### config.mk
export PLATFORM = sky130hd
export DESIGN_NAME = thresh_scan_ctrl
export DESIGN_NICKNAME = d
export VERILOG_FILES = /design/src/rtl/thresh_scan_ctrl.sv
export SDC_FILE = /design/constraint.sdc
export NUM_CORES = 1
export LEC_CHECK = 0
export ABC_AREA = 1
export BUFFER_PORTS_ARGS = -buffer_cell sky130_fd_sc_hd__buf_4
export CORE_MARGIN = 3
export CORE_UTILIZATION = 49
export CTS_BUF_LIST = sky130_fd_sc_hd__clkbuf_4 sky130_fd_sc_hd__clkbuf_8 sky130_fd_sc_hd__clkbuf_16
export CTS_CLUSTER_DIAMETER = 150
export DETAILED_ROUTE_END_ITERATION = 10
export HOLD_SLACK_MARGIN = 0.03
export PLACE_DENSITY_LB_ADDON = 0.25
export SLEW_MARGIN = 20
export SYNTH_ARGS = -nofsm -noshare
export SYNTH_HDL_FRONTEND = slang
export SYNTH_SLANG_ARGS = --single-unit
### constraint.sdc
create_clock -name clk -period 2.7 [get_ports clk]
set_clock_uncertainty 0.2 [all_clocks]
set_input_delay 0.27 -clock clk [delete_from_list [all_inputs] [get_ports clk]]
set_output_delay 0.27 -clock clk [all_outputs]
set_load 0.05 [all_outputs]
### src/rtl/thresh_scan_ctrl.sv
// -----------------------------------------------------------------------------
// thresh_scan_ctrl
//
// Raster-scan sequencer for the binary threshold stage. A start request in IDLE
// latches the threshold and walks a SIZE x SIZE pixel buffer in row-major order.
// Each read returns one cycle later; the pixel is compared against the latched
// threshold and written as 8'd255 / 8'd0 into a 2-entry output FIFO. The
// consumer side is a valid/ready stream carrying frame markers.
//
// Handshake: a beat transfers on a rising clock edge where out_valid and
// out_ready are both 1. While out_valid is 1 and out_ready is 0, out_pix and
// the sof/eol/eof flags stay stable. out_valid never depends on out_ready.
//
// Ports
//   clk          single clock, all logic on posedge
//   rst_n        synchronous active-low reset
//   start        begin a frame scan (sampled in IDLE only)
//   thresh_val   unsigned threshold, latched when start is accepted
//   mem_row      buffer read row address (holds unless a read is issued)
//   mem_col      buffer read column address
//   mem_rd_en    read strobe; mem_rd_data is valid exactly one cycle later
//   mem_rd_data  pixel read data (unsigned, PIX_W bits)
//   out_pix      thresholded pixel, 8'd255 or 8'd0
//   out_valid    out_pix and flags valid
//   out_ready    consumer accepts when out_valid & out_ready
//   out_sof      beat is pixel (0,0)
//   out_eol      beat is at column SIZE-1
//   out_eof      beat is pixel (SIZE-1,SIZE-1)
//   busy         controller not in IDLE
//   done         one-cycle pulse once the whole frame has been delivered
//   state_dbg    current FSM state, for checkers and debug
// -----------------------------------------------------------------------------
module thresh_scan_ctrl #(
   parameter int SIZE   = 10,
   parameter int PIX_W  = 9,
   parameter int ADDR_W = 8
) (
   input  logic              clk,
   input  logic              rst_n,
   input  logic              start,
   input  logic [7:0]        thresh_val,
   output logic [ADDR_W-1:0] mem_row,
   output logic [ADDR_W-1:0] mem_col,
   output logic              mem_rd_en,
   input  logic [PIX_W-1:0]  mem_rd_data,
   output logic [7:0]        out_pix,
   output logic              out_valid,
   input  logic              out_ready,
   output logic              out_sof,
   output logic              out_eol,
   output logic              out_eof,
   output logic              busy,
   output logic              done,
   output logic [1:0]        state_dbg
);

   typedef enum logic [1:0] {
      S_IDLE  = 2'd0,
      S_SCAN  = 2'd1,
      S_DRAIN = 2'd2,
      S_DONE  = 2'd3
   } state_t;

   localparam logic [ADDR_W-1:0] LAST = ADDR_W'(SIZE - 1);

   state_t              state;
   state_t              state_nx;

   logic [7:0]          thr_q;       // threshold captured at start
   logic [ADDR_W-1:0]   row;         // address of the next read to issue
   logic [ADDR_W-1:0]   col;
   logic                rd_q;        // a read is in flight, data arrives this cycle
   logic [2:0]          flg_q;       // {sof,eol,eof} of the read in flight

   logic [10:0]         fifo_q [2];  // {pix[7:0], sof, eol, eof}
   logic                wr_ptr;
   logic                rd_ptr;
   logic [1:0]          cnt;
   logic [1:0]          cnt_nx;

   logic                pop;
   logic                push;
   logic                issue;
   logic                at_last;
   logic [2:0]          occ;
   logic                pix_hi;
   logic [2:0]          addr_flags;
   logic [10:0]         head;

   // ---------------------------------------------------------------------------
   // Flow control
   // ---------------------------------------------------------------------------
   assign pop  = out_valid & out_ready;
   assign push = rd_q;

   // Slots that will still be claimed after this cycle's pop: FIFO entries plus
   // the read in flight. A new read is only issued when that leaves room, so
   // returned data always finds a free FIFO slot. With out_ready held high the
   // steady state is one entry + one in flight + one pop, which still admits a
   // read every cycle.
   assign occ    = {1'b0, cnt} + {2'b00, rd_q} - {2'b00, pop};
   assign issue  = (state == S_SCAN) && (occ < 3'd2);
   assign cnt_nx = cnt + {1'b0, push} - {1'b0, pop};

   assign at_last = (row == LAST) && (col == LAST);

   // Frame markers belong to the address being read this cycle.
   assign addr_flags = {(row == '0) && (col == '0),
                        (col == LAST),
                        at_last};

   // Unsigned, strictly-greater comparison against the zero-extended threshold.
   assign pix_hi = (mem_rd_data > {{(PIX_W-8){1'b0}}, thr_q});

   // ---------------------------------------------------------------------------
   // FSM: next state
   // ---------------------------------------------------------------------------
   always_comb begin
      state_nx = state;
      case (state)
         S_IDLE: begin
            if (start) begin
               state_nx = S_SCAN;
            end
         end
         S_SCAN: begin
            if (issue && at_last) begin
               state_nx = S_DRAIN;
            end
         end
         S_DRAIN: begin
            // No reads are issued here, so nothing will be in flight next cycle;
            // the frame is delivered once the FIFO will be empty after this edge.
            if (cnt_nx == 2'd0) begin
               state_nx = S_DONE;
            end
         end
         S_DONE: begin
            state_nx = S_IDLE;
         end
         default: begin
            state_nx = S_IDLE;
         end
      endcase
   end

   // ---------------------------------------------------------------------------
   // FSM: state register
   // ---------------------------------------------------------------------------
   always_ff @(posedge clk) begin
      if (!rst_n) begin
         state <= S_IDLE;
      end else begin
         state <= state_nx;
      end
   end

   // ---------------------------------------------------------------------------
   // Threshold latch and read address generator
   // ---------------------------------------------------------------------------
   always_ff @(posedge clk) begin
      if (!rst_n) begin
         thr_q <= 8'd0;
         row   <= '0;
         col   <= '0;
      end else if ((state == S_IDLE) && start) begin
         thr_q <= thresh_val;
         row   <= '0;
         col   <= '0;
      end else if (issue && !at_last) begin
         // The address parks on the final pixel once it has been read.
         if (col == LAST) begin
            col <= '0;
            row <= row + 1'b1;
         end else begin
            col <= col + 1'b1;
         end
      end
   end

   // ---------------------------------------------------------------------------
   // In-flight tracking: mirrors the one-cycle read latency of the buffer
   // ---------------------------------------------------------------------------
   always_ff @(posedge clk) begin
      if (!rst_n) begin
         rd_q  <= 1'b0;
         flg_q <= 3'b000;
      end else begin
         rd_q <= issue;
         if (issue) begin
            flg_q <= addr_flags;
         end
      end
   end

   // ---------------------------------------------------------------------------
   // 2-entry output FIFO
   // ---------------------------------------------------------------------------
   always_ff @(posedge clk) begin
      if (!rst_n) begin
         fifo_q[0] <= 11'd0;
         fifo_q[1] <= 11'd0;
         wr_ptr    <= 1'b0;
         rd_ptr    <= 1'b0;
         cnt       <= 2'd0;
      end else begin
         if (push) begin
            fifo_q[wr_ptr] <= {(pix_hi ? 8'd255 : 8'd0), flg_q};
            wr_ptr         <= ~wr_ptr;
         end
         if (pop) begin
            rd_ptr <= ~rd_ptr;
         end
         cnt <= cnt_nx;
      end
   end

   // ---------------------------------------------------------------------------
   // Outputs
   // ---------------------------------------------------------------------------
   assign head = fifo_q[rd_ptr];

   // Payload is forced to zero whenever no beat is offered, so stale FIFO
   // contents never show on the stream.
   assign out_valid = (cnt != 2'd0);
   assign out_pix   = out_valid ? head[10:3] : 8'd0;
   assign out_sof   = out_valid & head[2];
   assign out_eol   = out_valid & head[1];
   assign out_eof   = out_valid & head[0];

   assign mem_row   = row;
   assign mem_col   = col;
   assign mem_rd_en = issue;

   assign busy      = (state != S_IDLE);
   assign done      = (state == S_DONE);
   assign state_dbg = state;

endmodule

==> out/summary.md <==
Multiplexer share of the synthesized area: 0. The tools report the critical path startpoint category as a flip-flop. Dominant combinational cell family by area after synthesis: simple AND/OR/NAND/NOR gates. The floorplan step set the die height to 77.2 um. The startpoint identified for the worst register-to-register timing path is cnt[0]$_SDFF_PN0_.

After floorplanning, the core was sized to cover 4820 sq um. The first global-routing pass estimated 9140 um of wire. The run gives 2 as the maximum number of buffers from clock root to sink. The clock period could shrink to 2690 ps. TritonCTS built the clock tree. The signal on the critical path passes through nor2_4 -> inv_6 -> nand2_4 -> inv_4 -> ha_4 -> inv_2 -> ha_4 -> fa_2 -> nand2_1 -> nand2_2 -> nor2_4 -> buf_8.

The average instance in the mapped netlist occupies 7.51 sq um. Hold buffer count at cts: 0. At the later pin of the worst-skew pair, clock insertion delay measures 300 ps. The number of optimization iterations in the first detailed-route pass is 4. Wires add up to 5450 um. The run gives 0 as the final antenna diode count. Entering global routing, the biggest net connects 22 pins. The most critical setup path has its startpoint at cnt[0]$_SDFF_PN0_. For this run, design rule violations remaining after detail routing come to 0. For the data arrival time of the worst path, the log shows 2220 ps. The leakage power figure was 1.43 nW; the area overhead of the layout relative to synthesis was 26.4%. The logs give 0 for the number of antenna violations at the first check in global routing and 76 for the DRC marker count from the first detailed-route iteration. For the final max-slew violation count, the log shows 0.

For this run, the top clock speed supported by timing is 0.372 GHz. The worst setup path is captured at a primary output. The compound-gate portion of the synthesized area came out at 0.104.

The run finished with clean final reports. Type of the worst min-delay path: in -> reg. After clock tree synthesis, the clock-pin slew on the worst setup and hold paths is 80 ps. In this run the core area contains 25 standard-cell rows. For the overall die area, the log shows 5960 sq um. The via count of the first global-routing pass is 2,116. Yosys printed 0 warnings. In the layout the commonest cells are nand2_1 (63), buf_4 (62), inv_1 (44). The number of synthesized register bits was 43. Number of CTS-inserted buffers: 5. The library cell used most frequently in the layout, excluding fill and tap cells, is nand2_1. The total congestion overflow is 0. The XOR/XNOR share of the synthesized area is 0.0176. The endpoint identified for the worst register-to-register timing path is mem_col[5]$_SDFFE_PP0P_. The H-tree generated during clock tree synthesis spans 2 levels.

Setup violations remaining at the end of the flow were counted as 0. Across the whole layout, storage elements account for 948 sq um. The tools report the core occupancy in the finished layout as 0.652. Detailed placement finished with a half-perimeter wire length of 3950 um. For this design the top-level I/O count stands at 54. In the final routed layout, each cell accounts on average for 11.9 um.

The footprint of the multi-input gates was 1320 sq um. The post-synthesis share of cell area spent on and, or, nand and nor gates came out at 0.265. Synthesis handed over a netlist of 331 instances. The tree built by TritonCTS fans out to 43 sinks. Hold is met by 30.8 ps. The layout has 429 filler cells.

The share of synthesized area occupied by flip-flops and latches came out at 0.379. Summing every instance area after synthesis gives 2480 sq um. For the worst path required time, the log shows 2230 ps. Start-to-end type of the worst setup path: reg -> out. Summed over all failing endpoints, the final setup total negative slack is 0 ps. When the netlist entered floorplanning its net count stood at 374. The tools report the worst-case headroom to the max-slew limit as 0.633. Setup repair after global routing could not meet its margin everywhere. On the critical path, the stage with the largest delay is an instance of dfxtp_4. The count of endpoints failing hold in the final timing report was 0; the largest fanout on the critical path was 3. The worst register-to-register path has a depth of 18. The global-route usage over all layers is 0.186, and the share of post-route cells with drive strength above 1 is 0.272. On the worst path, the slowest cell contributes a delay of 360 ps. The tools report the starting utilization of the core area as 0.516. The mean number of vias per cell is 4.87. The transition at the pin with the smallest max-transition slack is 551 ps, and the total power per unit cell area is 913 nW/um^2. Across all register-to-register paths, the minimum setup slack is 80 ps. The final critical-path share of the clock period came out at 0.996.

The adder-cell area share of the yosys netlist is 0.114, and the die span in x is 77.2 um. At the end of routability-driven placement, the weighted congestion stood at 0.821. In this run the clock root is driven by a clkbuf_8. The logs give 2,227 for the via total after detailed routing and 0 for the number of max-capacitance violations reported. At the end of the flow, the number of nets in the layout was 432. During placement, the flow inserted port buffers numbering 53. Maximum resistive drop on vdd: 0.438 mV.

Once detail routing completed, the nets flagged for antenna violations numbered 0. The number of different library cells used by synthesis comes to 30. The critical path ends at mem_rd_en.
==> how the worst min path moves through the flow <==
stage                        startpoint                     to  slack (ps)  cells after the start
floorplan           rd_ptr$_SDFFE_PN0P_              flip-flop         230                      1
global placement    rd_ptr$_SDFFE_PN0P_    rd_ptr$_SDFFE_PN0P_         240                      1
detailed placement  rd_ptr$_SDFFE_PN0P_    rd_ptr$_SDFFE_PN0P_         250                      1
CTS                       thresh_val[0]  thr_q[0]$_SDFFE_PN0P_          40                      3
global route              thresh_val[1]  thr_q[1]$_SDFFE_PN0P_         100                      3
finish                    thresh_val[0]  thr_q[0]$_SDFFE_PN0P_          30                      3
==> cells by family (layout without fill, tap and decap cells) <==
kind of cell	count (synthesis)	count (layout)
compound gates	50	50
xor+xnor	5	5
fa+ha+maj	22	22
buf+inv	66	125
flops	43	43
simple gates	145	145
==> final cells by class <==
| cell class | instances | share of cell area |
|---|---|---|
| clock inverters | 3 | 0.00478 |
| flip-flops and latches | 43 | 0.302 |
| inverters | 53 | 0.0673 |
| well taps | 67 | 0.0267 |
| clock buffers | 5 | 0.0219 |
| repair buffers | 64 | 0.157 |
| multi-input cells | 222 | 0.421 |
==> synthesized netlist by cell type (all sizes together) <==
master / count / share of area
a21oi: 30 / 0.060
o21ai: 16 / 0.032
ha: 21 / 0.11
inv: 53 / 0.081
a31oi: 1 / 0.0025
nand2: 71 / 0.11
edfxtp: 8 / 0.097
o21a: 2 / 0.0060
nor2: 38 / 0.069
nand3: 26 / 0.054
clkbuf: 3 / 0.0045
xor2: 4 / 0.014
or2: 1 / 0.0025
buf: 10 / 0.035
nand4: 4 / 0.013
a211oi: 1 / 0.0030
fa: 1 / 0.0081
xnor2: 1 / 0.0035
nand3b: 2 / 0.0060
nor3: 3 / 0.0060
dfxtp: 35 / 0.28
==> per-stage QoR <==
step	area, sq um	worst slack, ps	std cells	total power, mW
after floorplan	2530	-141	331	1.97
after global placement	2940	24.1	441	2.26
after detailed placement	2940	-33.8	441	2.29
after CTS	3080	-54.0	454	2.80
after global routing	3140	-74.2	457	3.08
final	3140	11.8	457	2.87
==> worst max-delay path: cells and delay by family, from the launching register on <==
| kind | cells | cell delay [ps] |
|---|---|---|
| DFF | 1 | 360 |
| adders and majority gates | 3 | 730 |
| buffers and inverters | 4 | 260 |
| and+or+nand+nor | 5 | 570 |
==> power breakdown <==
group	switching (mW)	total [mW]	internal (mW)
Combinational	1.04	1.61	0.574
Clock	0.219	0.396	0.177
Sequential	0.0785	0.860	0.781
Total	1.34	2.87	1.53
==> registers in the layout (all words and copies together), names as in the netlist, named ones only <==
signal	count
fifo_q	8
mem_col	8
mem_row	8
thr_q	8
flg_q	3
cnt	2
state_dbg	2
push	1
rd_ptr	1
wr_ptr	1
==> routing by layer <==
metal / vias up / wire (um) / share of wire / track usage
met5: - / 0 / 0 / 0
met4: 0 / 83 / 0.015 / 0.0587
met1: 998 / 2320 / 0.43 / 0.213
met2: 56 / 2820 / 0.52 / 0.343
li1: 1160 / - / - / -
met3: 13 / 229 / 0.042 / 0.0364
==> repair_timing <==
| item | 4_1_cts | 5_1_grt |
|---|---|---|
| resized for setup | 4 | 12 |
| gates cloned | 0 | 1 |
| setup buffers | 5 | 2 |
| pin swaps | 5 | 4 |
| endpoints found under the setup margin | 15 | 20 |
Note: power is estimated with default switching activity, not from simulation.
